===== config.mk =====
export PLATFORM = sky130hd
export DESIGN_NAME = mem_sequencer
export DESIGN_NICKNAME = d
export VERILOG_FILES = /design/src/rtl/mem_seq_pkg.sv /design/src/rtl/mem_lane_gen.sv /design/src/rtl/mem_sequencer.sv
export SDC_FILE = /design/constraint.sdc
export NUM_CORES = 1
export LEC_CHECK = 0
export ABC_CLOCK_PERIOD_IN_PS = 3200
export BUFFER_PORTS_ARGS = -buffer_cell sky130_fd_sc_hd__buf_2
export CAP_MARGIN = 20
export CORE_AREA = 2 2 97 99
export CTS_BUF_LIST = sky130_fd_sc_hd__clkbuf_4
export CTS_CLUSTER_DIAMETER = 120
export DETAILED_ROUTE_END_ITERATION = 16
export DIE_AREA = 0 0 99 101
export PLACE_DENSITY = 0.83
export SLEW_MARGIN = 20
export SYNTH_ARGS = -nofsm -noshare
export SYNTH_HDL_FRONTEND = slang
export SYNTH_HIERARCHICAL = 1
export SYNTH_SLANG_ARGS = --single-unit

===== constraint.sdc =====
create_clock -name clk -period 3.2 [get_ports clk]
set_clock_uncertainty 0.1 [all_clocks]
set_input_delay 0.32 -clock clk [delete_from_list [all_inputs] [get_ports clk]]
set_output_delay 0.32 -clock clk [all_outputs]
set_load 0.005 [all_outputs]

===== src/rtl/mem_seq_pkg.sv =====
// Shared types and constants for the mem_sequencer instruction/data sequencer.
package mem_seq_pkg;

    localparam int LATENCY_DEFAULT = 2;

    localparam logic [1:0] SZ_BYTE = 2'd0;
    localparam logic [1:0] SZ_HALF = 2'd1;
    localparam logic [1:0] SZ_WORD = 2'd2;

    typedef enum logic [2:0] {
        IDLE,
        F_REQ,
        F_WAIT,
        EXEC,
        D_REQ,
        D_WAIT
    } seq_state_t;

endpackage


===== src/rtl/mem_lane_gen.sv =====
// Store byte-lane enables and lane-replicated write data for a given access size and offset.
module mem_lane_gen
    import mem_seq_pkg::*;
(
    input  logic [1:0]  size,
    input  logic [1:0]  offset,
    input  logic [31:0] wdata,
    output logic [3:0]  be,
    output logic [31:0] wdata_rep
);

    // Unknown size encodings fall through to a full-word access.
    always_comb begin
        be        = 4'b0000;
        wdata_rep = 32'h0;
        case (size)
            SZ_BYTE: begin
                be        = 4'b0001 << offset;
                wdata_rep = {4{wdata[7:0]}};
            end
            SZ_HALF: begin
                be        = offset[1] ? 4'b1100 : 4'b0011;
                wdata_rep = {2{wdata[15:0]}};
            end
            default: begin
                be        = 4'b1111;
                wdata_rep = wdata;
            end
        endcase
    end

endmodule


===== src/rtl/mem_sequencer.sv =====
// Fetch/execute/data-access sequencer for a fixed-latency single-port RAM.
// Optional alignment trapping is enabled with `define MEM_SEQUENCER_ALIGN_CHECK_EN.
module mem_sequencer
    import mem_seq_pkg::*;
#(
    parameter int LATENCY = LATENCY_DEFAULT,
    parameter int ADDR_W  = 12
) (
    input  logic              clk,
    input  logic              nRst,
    input  logic              start,
    input  logic [31:0]       pc,
    input  logic              dm_read,
    input  logic              dm_write,
    input  logic [1:0]        dm_size,
    input  logic [31:0]       dm_addr,
    input  logic [31:0]       dm_wdata,
    output logic [ADDR_W-1:0] ram_addr,
    output logic              ram_ren,
    output logic              ram_wen,
    output logic [3:0]        ram_be,
    output logic [31:0]       ram_wdata,
    input  logic [31:0]       ram_rdata,
    output logic [31:0]       instr_out,
    output logic [31:0]       data_out,
    output logic              pc_enable,
    output logic              busy,
    output logic              misalign_err
);

    seq_state_t  state;
    seq_state_t  next_state;
    seq_state_t  after_instr;
    logic [2:0]  cnt;
    logic [1:0]  eff_lo;
    logic [3:0]  lane_be;
    logic [31:0] lane_wdata;
    logic        access;
    logic        unused_bits;

    assign unused_bits = ^{pc[31:ADDR_W], dm_addr[31:ADDR_W]};

    assign access      = dm_read | dm_write;
    assign after_instr = start ? F_REQ : IDLE;
    assign busy        = (state != IDLE);

    // Low address bits that the access size cannot use are forced to zero.
    always_comb begin
        eff_lo = 2'b00;
        case (dm_size)
            SZ_BYTE: eff_lo = dm_addr[1:0];
            SZ_HALF: eff_lo = {dm_addr[1], 1'b0};
            default: eff_lo = 2'b00;
        endcase
    end

`ifdef MEM_SEQUENCER_ALIGN_CHECK_EN
    logic misaligned;
    assign misaligned = (dm_size == SZ_HALF) ? dm_addr[0]
                      : (dm_size == SZ_BYTE) ? 1'b0
                      : (dm_addr[1:0] != 2'b00);
`endif

    mem_lane_gen u_lane_gen (
        .size      (dm_size),
        .offset    (eff_lo),
        .wdata     (dm_wdata),
        .be        (lane_be),
        .wdata_rep (lane_wdata)
    );

    always_ff @(posedge clk or negedge nRst) begin
        if (!nRst) begin
            state     <= IDLE;
            cnt       <= 3'd0;
            instr_out <= 32'h0;
            data_out  <= 32'h0;
        end else begin
            case (state)
                F_REQ, D_REQ:   cnt <= 3'(LATENCY - 1);
                F_WAIT, D_WAIT: if (cnt != 3'd0) cnt <= cnt - 3'd1;
                default:        ;
            endcase
            if (state == F_WAIT && cnt == 3'd0) instr_out <= ram_rdata;
            if (state == D_WAIT && cnt == 3'd0) data_out  <= ram_rdata;
            state <= next_state;
        end
    end

    always_comb begin
        next_state   = state;
        ram_addr     = '0;
        ram_ren      = 1'b0;
        ram_wen      = 1'b0;
        ram_be       = 4'b0000;
        ram_wdata    = 32'h0;
        pc_enable    = 1'b0;
        misalign_err = 1'b0;
        case (state)
            IDLE: begin
                if (start) next_state = F_REQ;
            end
            F_REQ: begin
                ram_ren    = 1'b1;
                ram_addr   = pc[ADDR_W-1:0];
                next_state = F_WAIT;
            end
            F_WAIT: begin
                if (cnt == 3'd0) next_state = EXEC;
            end
            EXEC: begin
                if (!access) begin
                    pc_enable  = 1'b1;
                    next_state = after_instr;
                end else begin
`ifdef MEM_SEQUENCER_ALIGN_CHECK_EN
                    if (misaligned) begin
                        misalign_err = 1'b1;
                        pc_enable    = 1'b1;
                        next_state   = after_instr;
                    end else begin
                        next_state = D_REQ;
                    end
`else
                    next_state = D_REQ;
`endif
                end
            end
            D_REQ: begin
                ram_addr = {dm_addr[ADDR_W-1:2], eff_lo};
                if (dm_write) begin
                    ram_wen    = 1'b1;
                    ram_be     = lane_be;
                    ram_wdata  = lane_wdata;
                    pc_enable  = 1'b1;
                    next_state = after_instr;
                end else begin
                    ram_ren    = 1'b1;
                    next_state = D_WAIT;
                end
            end
            D_WAIT: begin
                if (cnt == 3'd0) begin
                    pc_enable  = 1'b1;
                    next_state = after_instr;
                end
            end
            default: next_state = IDLE;
        endcase
    end

endmodule

==> results of run 1 <==
-- power breakdown --
part,leakage [nW],switching (mW),internal [mW]
registers,0.831,0.305,1.33
logic,1.76,0.774,1.13
clock network,0.0727,0.318,0.240
-- placed cells by master, fill, tap and decap left out, types with 4 or more instances in the layout --
master and instances:
o21bai_1 4, dfrtp_1 70, mux2i_1 9, and2_1 36
mux2_4 30, a22oi_1 12, clkbuf_4 9, o21ai_2 8
nor2_1 18, o22ai_1 4, nand2_1 10, o21ai_0 5
buf_4 6, inv_1 7, buf_2 209, mux2_2 49
-- how the worst min path moves through the flow --
| stage | start | cells past startpoint | to |
|---|---|---|---|
| floorplan | nRst | 0 | cnt[0]$_DFFE_PN0P_ |
| global placement | data_out[13]$_DFFE_PN0P_ | 1 | data_out[13]$_DFFE_PN0P_ |
| detailed placement | instr_out[28]$_DFFE_PN0P_ | 1 | instr_out[28]$_DFFE_PN0P_ |
| CTS | nRst | 1 | instr_out[14]$_DFFE_PN0P_ |
| global route | ram_rdata[12] | 2 | instr_out[12]$_DFFE_PN0P_ |
| finish | ram_rdata[12] | 2 | instr_out[12]$_DFFE_PN0P_ |
-- per-layer routing --
metal	wire length [µm]	vias up	GRT usage [%]
li1	-	1515	-
met2	4770	160	33.2
met3	827	8	4.09
met4	87	0	5.58
met1	3900	1525	22.9
met5	0	-	0
-- state kept, by name (all words and copies together), names as in the netlist --
| name | count |
|---|---|
| instr_out | 32 |
| data_out | 32 |
| state | 3 |
| cnt | 3 |
-- critical path, delay by kind of cell, from the launching register on --
family | cells | cell delay [ps]
buffers and inverters | 2 | 410
DFF | 1 | 680
and+or+nand+nor | 3 | 680
-- stage by stage --
stage	utilization, %	area [µm²]	hold slack (ps)	setup WS [ps]	instances
2_1_floorplan	-	3950	-75.6	1320	324
3_3_place_gp	55.2	4950	382	1040	620
3_5_place_dp	55.2	4950	386	1010	620
4_1_cts	56.8	5090	17.2	535	636
5_1_grt	56.9	5110	13.6	415	637
6_report	56.9	5110	42.1	583	637
-- cells by family (layout without fill, tap and decap cells) --
group                    count (synthesis)  in the layout
AND/OR/NAND/NOR                         83             83
other                                    1              1
adder cells (fa/ha/maj)                  2              2
buffers and inverters                   38            240
flip-flops                              70             70
XOR/XNOR                                 1              1
AO/OA/AOI/OAI                           40             40
multiplexers                            89             89
-- what timing repair did --
action	in CTS	in global routing
hold buffers	0	1
endpoints found under the hold margin	0	49
setup buffers	0	0
-- cell type report --
cell class,instances,area [µm²],area share (%)
clock buffers,9,67.6,1.32
clock inverters,7,72.6,1.42
inverters,7,26.3,0.514
multi-input cells,216,1930,37.8
flip-flops and latches,70,1750,34.3
well taps,111,139,2.72
repair buffers,217,1120,22.0
==> impl_metrics.ini, run 1 <==
[critical_path]
critPathLaunchType = flip-flop
path_max_fanout = 37
reg2reg_slack_ps = 980
cp_cell_sequence = nand2b_4 -> nor3b_4 -> buf_4 -> and2_1 -> buf_2
endpoint = ram_wdata[9]
critPathMaxStageDelay_ps = 680
rr_endpoint = instr_out[1]$_DFFE_PN0P_
endpoint_kind = output pin
arrival_ps = 2200
crit_start = state[1]$_DFFE_PN0P_
cp_slowest_cell = dfrtp_1
critical_path_required_ps = 2780
worstReg2RegStart = cnt[1]$_DFFE_PN0P_
worstSetupPathType = flip-flop to output pin
reg2regPathDepth = 7

[cts]
cts.sinks = 70
cts_tree = built
cts_resized = 0
clkLatencyLatePin_ps = 400
cts-root-buf = clkbuf_4
cts_buffers = 9
clk_pin_slew_worst_paths_ps = 120
clockBufferDepth = 2
htree_levels = 3

[drt]
drc_errors = 0
routed_wl_mm = 9.58
vias = 3208
drt-pass1-iter-count = 4
drtIter0Drc = 140
wl_per_cell_um = 15.0
vias_per_cell = 5.04
ant_nets = 0

[floorplanning]
die_w_um = 99
die_area_um2 = 10000
core_area_um2 = 8980
ios = 252
start_util_pct = 44.0
fp-row-count = 35
die-height_um = 101

[synthesis]
yosys.area.top_type = dfrtp_1
synthMuxAreaShare_pct = 27.9
synth_top_family_by_area = multiplexers
synthArstFlopShare_pct = 100
synthAdderAreaFrac_pct = 0.633
synth_xor_area_share_pct = 0.222
ys_seq_area_share_pct = 44.3
synthesis.area_um2 = 3950
synth-compound-area-share_pct = 7.34
synthSimpleGateAreaFrac_pct = 12.6
synth_commonest_cells = dfrtp_1, mux2_2, and2_1
yosys_register_bits = 70
synth_warnings = 6
synth_ff_type = dfrtp_1
yosys-top-cells-area = dfrtp_1, mux2_2, mux2_4, and2_1, buf_6
synth-edff-count = 0
syn-instance-count = 324
yosysMostFrequentCell = dfrtp_1
syn_nets = 461
syn_avg_cell_area_um2 = 12.2
synth_cell_types = 40
synth.top_cell.area_share_pct = 44.3

[grt]
grt_pass1_vias = 3193
overflow = 0
grt_pass1_wl_mm = 15.3
grt_antenna_before_repair = 0
grt_max_degree = 52
grt_usage_pct = 18.7

[outcome]
status = finished, final reports clean

[min_path]
hold_path.class = primary input to flip-flop

[sta]
slew-limit-headroom_pct = 48.4
fin_crit_sh_pct = 81.8
rsz0062_at_grt = no
final-hold-violation-count = 0
drv_slew = 0
fin_setup_tns_ps = 0
period_minus_slack_ps = 2620
tightest_slew_ps = 774
setup_viol = 0
fmax_mhz = 382

[power]
vdd_drop_max_v = 0.000252
leakage_nw = 2.66
p_per_area_nw_per_um2 = 802
finalPower_mw = 4.10

[final_layout]
antennaDiodeCount = 0
fillCellCount = 741
drive_gt1_share_pct = 62.4
syn2layout_area_growth_pct = 29.2
layout.nets = 658

[place]
place.gp.congestion = 0.781
portBuffers = 210
hpwl_mm = 7.30

[job]
cap_violations = 0
Power figures use the tool's default switching activity.
==> run 2, diff against run 1 <==
--- a/config.mk
+++ b/config.mk
@@ -5,14 +5,14 @@
 export SDC_FILE = /design/constraint.sdc
 export NUM_CORES = 1
 export LEC_CHECK = 0
-export ABC_CLOCK_PERIOD_IN_PS = 3200
+export ABC_CLOCK_PERIOD_IN_PS = 2480
 export BUFFER_PORTS_ARGS = -buffer_cell sky130_fd_sc_hd__buf_2
 export CAP_MARGIN = 20
-export CORE_AREA = 2 2 97 99
+export CORE_ASPECT_RATIO = 0.8
+export CORE_UTILIZATION = 44
 export CTS_BUF_LIST = sky130_fd_sc_hd__clkbuf_4
 export CTS_CLUSTER_DIAMETER = 120
 export DETAILED_ROUTE_END_ITERATION = 16
-export DIE_AREA = 0 0 99 101
 export PLACE_DENSITY = 0.83
 export SLEW_MARGIN = 20
 export SYNTH_ARGS = -nofsm -noshare
==> constraint.sdc (replaced) <==
create_clock -name clk -period 2.48 [get_ports clk]
set_clock_uncertainty 0.1 [all_clocks]
set_input_delay 0.248 -clock clk [delete_from_list [all_inputs] [get_ports clk]]
set_output_delay 0.248 -clock clk [all_outputs]
set_load 0.005 [all_outputs]
==> run 2 against run 1 <==
Cell count grew 5.5%. First-iteration DRC count shrank 5.0%. Critical path depth is the same. Die area shrank 6.3%. Global-route usage grew 2.8 points. Non-clock buffer count grew 34. Hold slack gained 26 ps.
==> impl_metrics.ini, run 2 (synthesis results as in run 1) <==
[min_path]
worstHoldStart = dm_read
holdPathStages = 3
hold_path.class = primary input to flip-flop
hold-path-endpoint = state[2]$_DFFE_PN0P_

[critical_path]
critical_path_required_ps = 2130
reg2reg_slack_ps = 470
path_max_fanout = 37
worstSetupPathType = flip-flop to output pin
reg2regPathDepth = 7
rr_endpoint = instr_out[1]$_DFFE_PN0P_
critPathLaunchType = flip-flop
arrival_ps = 1980
endpoint_kind = output pin
worstReg2RegStart = cnt[0]$_DFFE_PN0P_

[place]
place.gp.congestion = 0.744
portBuffers = 210
dp.cells = 623
hpwl_mm = 7.19

[sta]
whs_ps = 67.8
period_minus_slack_ps = 2330
tightest_slew_ps = 650
fin_crit_sh_pct = 94.0
fmax_mhz = 429
setup_viol = 0
fin_setup_tns_ps = 0
rsz0062_at_grt = no
slew-limit-headroom_pct = 56.7
final-hold-violation-count = 0
drv_slew = 0

[cts]
cts_resized = 0
clk_pin_slew_worst_paths_ps = 120
cts_tree = built
clockBufferDepth = 2
cts-root-buf = clkbuf_4
clkLatencyLatePin_ps = 400
cts_buffers = 9
post-cts-setup-buffer-count = 0
cts.sinks = 70
htree_levels = 3

[final_layout]
regArea_um2 = 1750
antennaDiodeCount = 0
drive_gt1_share_pct = 58.8
layout_commonest_cell = buf_2
multiInputGateArea_um2 = 1930
final_cell_mix = buf_2, dfrtp_1, mux2_2
syn2layout_area_growth_pct = 38.3
top_regs = data_out: 32 flops, instr_out: 32 flops
layout.nets = 692
fillCellCount = 685
stdcell_count = 672

[outcome]
status = finished, final reports clean

[floorplanning]
core_area_um2 = 8600
die-height_um = 86.8
fp-row-count = 30
die_w_um = 108
die_area_um2 = 9370
start_util_pct = 46.0
ios = 252

[power]
vdd_drop_max_v = 0.000595
leakage_nw = 2.81
p_per_area_nw_per_um2 = 990

[drt]
drtIter0Drc = 133
vias_per_cell = 4.96
vias = 3334
routed_wl_mm = 10.3
wl_per_cell_um = 15.3
ant_nets = 0
drt-pass1-iter-count = 4
drc_errors = 0

[grt]
grt_antenna_before_repair = 0
overflow = 0
grt_usage_pct = 21.5
grt_pass1_vias = 3325
grt_max_degree = 45
grt_pass1_wl_mm = 15.8

[job]
cap_violations = 0
==> run 2: changes by cell type in the layout (fill, tap and decap cells not counted) <==
cell           previous run  this run
dlygate4sd3_1             1        33
buf_12                    1         3
buf_2                   209       210
buf_4                     6         5
clkinv_1                  0         1
clkinv_2                  2         1
==> run 2: what timing repair did <==
action | in CTS | in global routing
hold buffers | 33 | 0
hold endpoints to repair | 90 | 0
setup endpoints to repair | 0 | 0
==> run 2: layer usage <==
metal | global-route usage (%) | up-vias | share of wire [%]
met5 | 0 | - | 0
met4 | 7.72 | 0 | 1.9
met3 | 5.64 | 19 | 8.0
met2 | 38.3 | 160 | 49
met1 | 25.0 | 1570 | 41
li1 | - | 1585 | -
==> run 2: worst max path at each step <==
stage | end | slack (ps) | depth (start not counted) | from
floorplan | instr_out[10]$_DFFE_PN0P_ | 600 | 9 | cnt[0]$_DFFE_PN0P_
global placement | instr_out[0]$_DFFE_PN0P_ | 550 | 7 | cnt[0]$_DFFE_PN0P_
detailed placement | instr_out[1]$_DFFE_PN0P_ | 500 | 7 | cnt[0]$_DFFE_PN0P_
CTS | ram_wdata[15] | 120 | 5 | state[1]$_DFFE_PN0P_
global route | ram_addr[1] | 20 | 4 | state[0]$_DFFE_PN0P_
finish | ram_wdata[15] | 150 | 5 | state[1]$_DFFE_PN0P_
==> run 2: layout make-up <==
type                            count  share of cell area [%]
Clock buffer                        9                    1.24
Multi-Input combinational cell    216                    35.3
Timing Repair Buffer              251                    27.1
Clock inverter                      7                    1.30
Sequential cell                    70                    32.1
Tap cell                          112                    2.56
Inverter                            7                   0.481
==> run 2: per-stage QoR <==
step / setup WS [ps] / total power, mW / utilization (%) / cell area (µm²)
2_1_floorplan: 596 / 3.63 / - / 3950
3_3_place_gp: 549 / 4.49 / 58.1 / 5000
3_5_place_dp: 501 / 4.63 / 58.1 / 5000
4_1_cts: 117 / 5.40 / 63.6 / 5470
5_1_grt: 16.6 / 5.79 / 63.6 / 5470
6_report: 148 / 5.41 / 63.6 / 5470
==> run 2: critical path, cell delays in order, from the launching register on <==
cell	delay [ps]
dfrtp_1	530
nand2b_4	220
nor3b_4	190
buf_4	300
and2_1	210
buf_2	120
==> run 2: power breakdown <==
| group | internal (mW) | total [mW] | switching (mW) | leakage, nW |
|---|---|---|---|---|
| Sequential | 1.72 | 2.11 | 0.389 | 0.831 |
| Clock | 0.309 | 0.727 | 0.418 | 0.0704 |
| Combinational | 1.51 | 2.58 | 1.07 | 1.91 |
| Total | 3.54 | 5.41 | 1.87 | 2.81 |
==> run 3, diff against run 2 <==
--- a/config.mk
+++ b/config.mk
@@ -6,14 +6,13 @@
 export NUM_CORES = 1
 export LEC_CHECK = 0
 export ABC_CLOCK_PERIOD_IN_PS = 2480
-export BUFFER_PORTS_ARGS = -buffer_cell sky130_fd_sc_hd__buf_2
 export CAP_MARGIN = 20
-export CORE_ASPECT_RATIO = 0.8
-export CORE_UTILIZATION = 44
+export CORE_AREA = 2 2 99 101
 export CTS_BUF_LIST = sky130_fd_sc_hd__clkbuf_4
 export CTS_CLUSTER_DIAMETER = 120
 export DETAILED_ROUTE_END_ITERATION = 16
-export PLACE_DENSITY = 0.83
+export DIE_AREA = 0 0 101 103
+export DONT_BUFFER_PORTS = 1
 export SLEW_MARGIN = 20
 export SYNTH_ARGS = -nofsm -noshare
 export SYNTH_HDL_FRONTEND = slang
==> run 3 against run 2 <==
Critical path type is now flip-flop to flip-flop. Via count is 23% lower. First-iteration DRC count shrank 2.3%. Highest routed layer unchanged. Count of clock-buffer cells in the layout up 1.
==> impl_metrics.ini, run 3 (synthesis results as in run 1) <==
[critical_path]
worst-path-buf-inv = 2
rr_endpoint = state[2]$_DFFE_PN0P_
endpoint = state[2]$_DFFE_PN0P_
cp_cell_sequence = o21ai_0 -> dlygate4sd3_1 -> o22ai_1 -> dlygate4sd3_1
path_max_fanout = 17
worstSetupPathType = flip-flop to flip-flop
endpoint_kind = flip-flop
critical_path_required_ps = 2720
cp_slowest_cell = dfrtp_1
crit_start = state[0]$_DFFE_PN0P_
critPathLaunchType = flip-flop
critPathMaxStageDelay_ps = 720
reg2regPathDepth = 4
arrival_ps = 2620
worstSetupPathDepth = 4
worstReg2RegStart = state[0]$_DFFE_PN0P_
reg2reg_slack_ps = 110
path_delay_family = buffers and inverters
cpMostUsedCell = dlygate4sd3_1

[floorplanning]
die_area_um2 = 10400
ios = 252
core_area_um2 = 9460
die-height_um = 103
die_w_um = 101
start_util_pct = 41.8
fp-row-count = 36

[final_layout]
fillCellCount = 808
top_regs = data_out: 32 flops, instr_out: 32 flops
antennaDiodeCount = 0
regArea_um2 = 1750
syn2layout_area_growth_pct = 14.4
layout.nets = 486
final_cell_mix = dfrtp_1, mux2_2, dlygate4sd3_1
drive_gt1_share_pct = 33.6
multiInputGateArea_um2 = 1930
layout_commonest_cell = dfrtp_1

[drt]
wl_per_cell_um = 17.9
drt-pass1-iter-count = 4
ant_nets = 0
drc_errors = 0
vias = 2575
routed_wl_mm = 8.37
drtIter0Drc = 130
vias_per_cell = 5.50

[place]
place.gp.congestion = 0.770
hpwl_mm = 5.68
portBuffers = 0

[sta]
slew-limit-headroom_pct = 62.0
tightest_slew_ps = 571
fmax_mhz = 421
fin_crit_sh_pct = 95.7
fin_setup_tns_ps = 0
rsz0062_at_grt = no
drv_slew = 0
final-hold-violation-count = 0
setup_viol = 0
period_minus_slack_ps = 2370

[grt]
grt_max_degree = 71
grt_usage_pct = 15.0
busiest_layer = met2
grt_pass1_wl_mm = 12.1
grt_antenna_before_repair = 0
use_met3_pct = 5.76
overflow = 0
use_met1_pct = 17.9
grt_pass1_vias = 2444
grtUsageMet2_pct = 24.9

[cts]
cts_tree = built
htree_levels = 3
clk_pin_slew_worst_paths_ps = 110
clkLatencyLatePin_ps = 400
cts.sinks = 70
cts_buffers = 9
cts-root-buf = clkbuf_4
clockBufferDepth = 2
post-cts-setup-buffer-count = 0

[min_path]
hold_path.class = primary input to flip-flop

[power]
vdd_drop_max_v = 0.000345
leakage_nw = 1.95
finalPower_mw = 4.92
p_per_area_nw_per_um2 = 1090

[outcome]
status = finished, final reports clean

[job]
cap_violations = 0
-- run 3: cell types whose count changed in the layout (fill, tap and decap cells not counted), sizes merged --
cell         previous run  this run
buf                   218         8
clkinvlp                2         1
clkbuf                  9        10
bufinv                  1         3
inv                     9         7
dlygate4sd3            33        37
-- run 3: timing repair --
item,4_1_cts,5_1_grt
resized for setup,0,0
endpoints found under the hold margin,136,0
hold buffers,38,0
-- run 3: worst min-delay path by stage --
stage / from / depth (start not counted) / slack (ps) / to
after floorplan: nRst / 0 / -150 / cnt[0]$_DFFE_PN0P_
after global placement: nRst / 0 / -150 / instr_out[15]$_DFFE_PN0P_
after detailed placement: nRst / 0 / -150 / data_out[15]$_DFFE_PN0P_
after CTS: start / 3 / 10 / state[0]$_DFFE_PN0P_
after global routing: start / 3 / 20 / state[0]$_DFFE_PN0P_
final: start / 3 / 50 / state[0]$_DFFE_PN0P_
-- run 3: area by class of cell --
class / count / area share (%)
Inverter: 7 / 0.581
Clock buffer: 10 / 1.66
Sequential cell: 70 / 38.7
Tap cell: 114 / 3.15
Multi-Input combinational cell: 216 / 42.7
Clock inverter: 6 / 2.43
Timing Repair Buffer: 45 / 10.8
-- run 3: routing by layer --
metal	vias up	part of all wire (%)
met3	11	11
met2	162	48
met5	-	0
met1	1228	40
met4	0	1.4
li1	1174	-
-- run 3: stage by stage --
step	cells	instance area (µm²)	hold WS [ps]	setup WS (ps)	util [%]
6_report	468	4520	48.8	107	47.8
5_1_grt	468	4520	18.1	12.5	47.8
4_1_cts	468	4520	10.1	165	47.8
3_5_place_dp	414	3940	-146	556	41.7
3_3_place_gp	414	3940	-146	570	41.7
2_1_floorplan	324	3950	-148	596	-
-- run 3: worst min-delay path: cells and delay by family --
family                 cells  cell delay, ps
AOI/OAI and AO/OA          2             240
buffers and inverters      1              30
-- run 3: report_power, final --
group,switching [mW],total [mW],internal (mW)
logic,0.672,1.75,1.07
clock network,0.396,0.917,0.520
registers,0.538,2.26,1.72
total,1.61,4.92,3.32
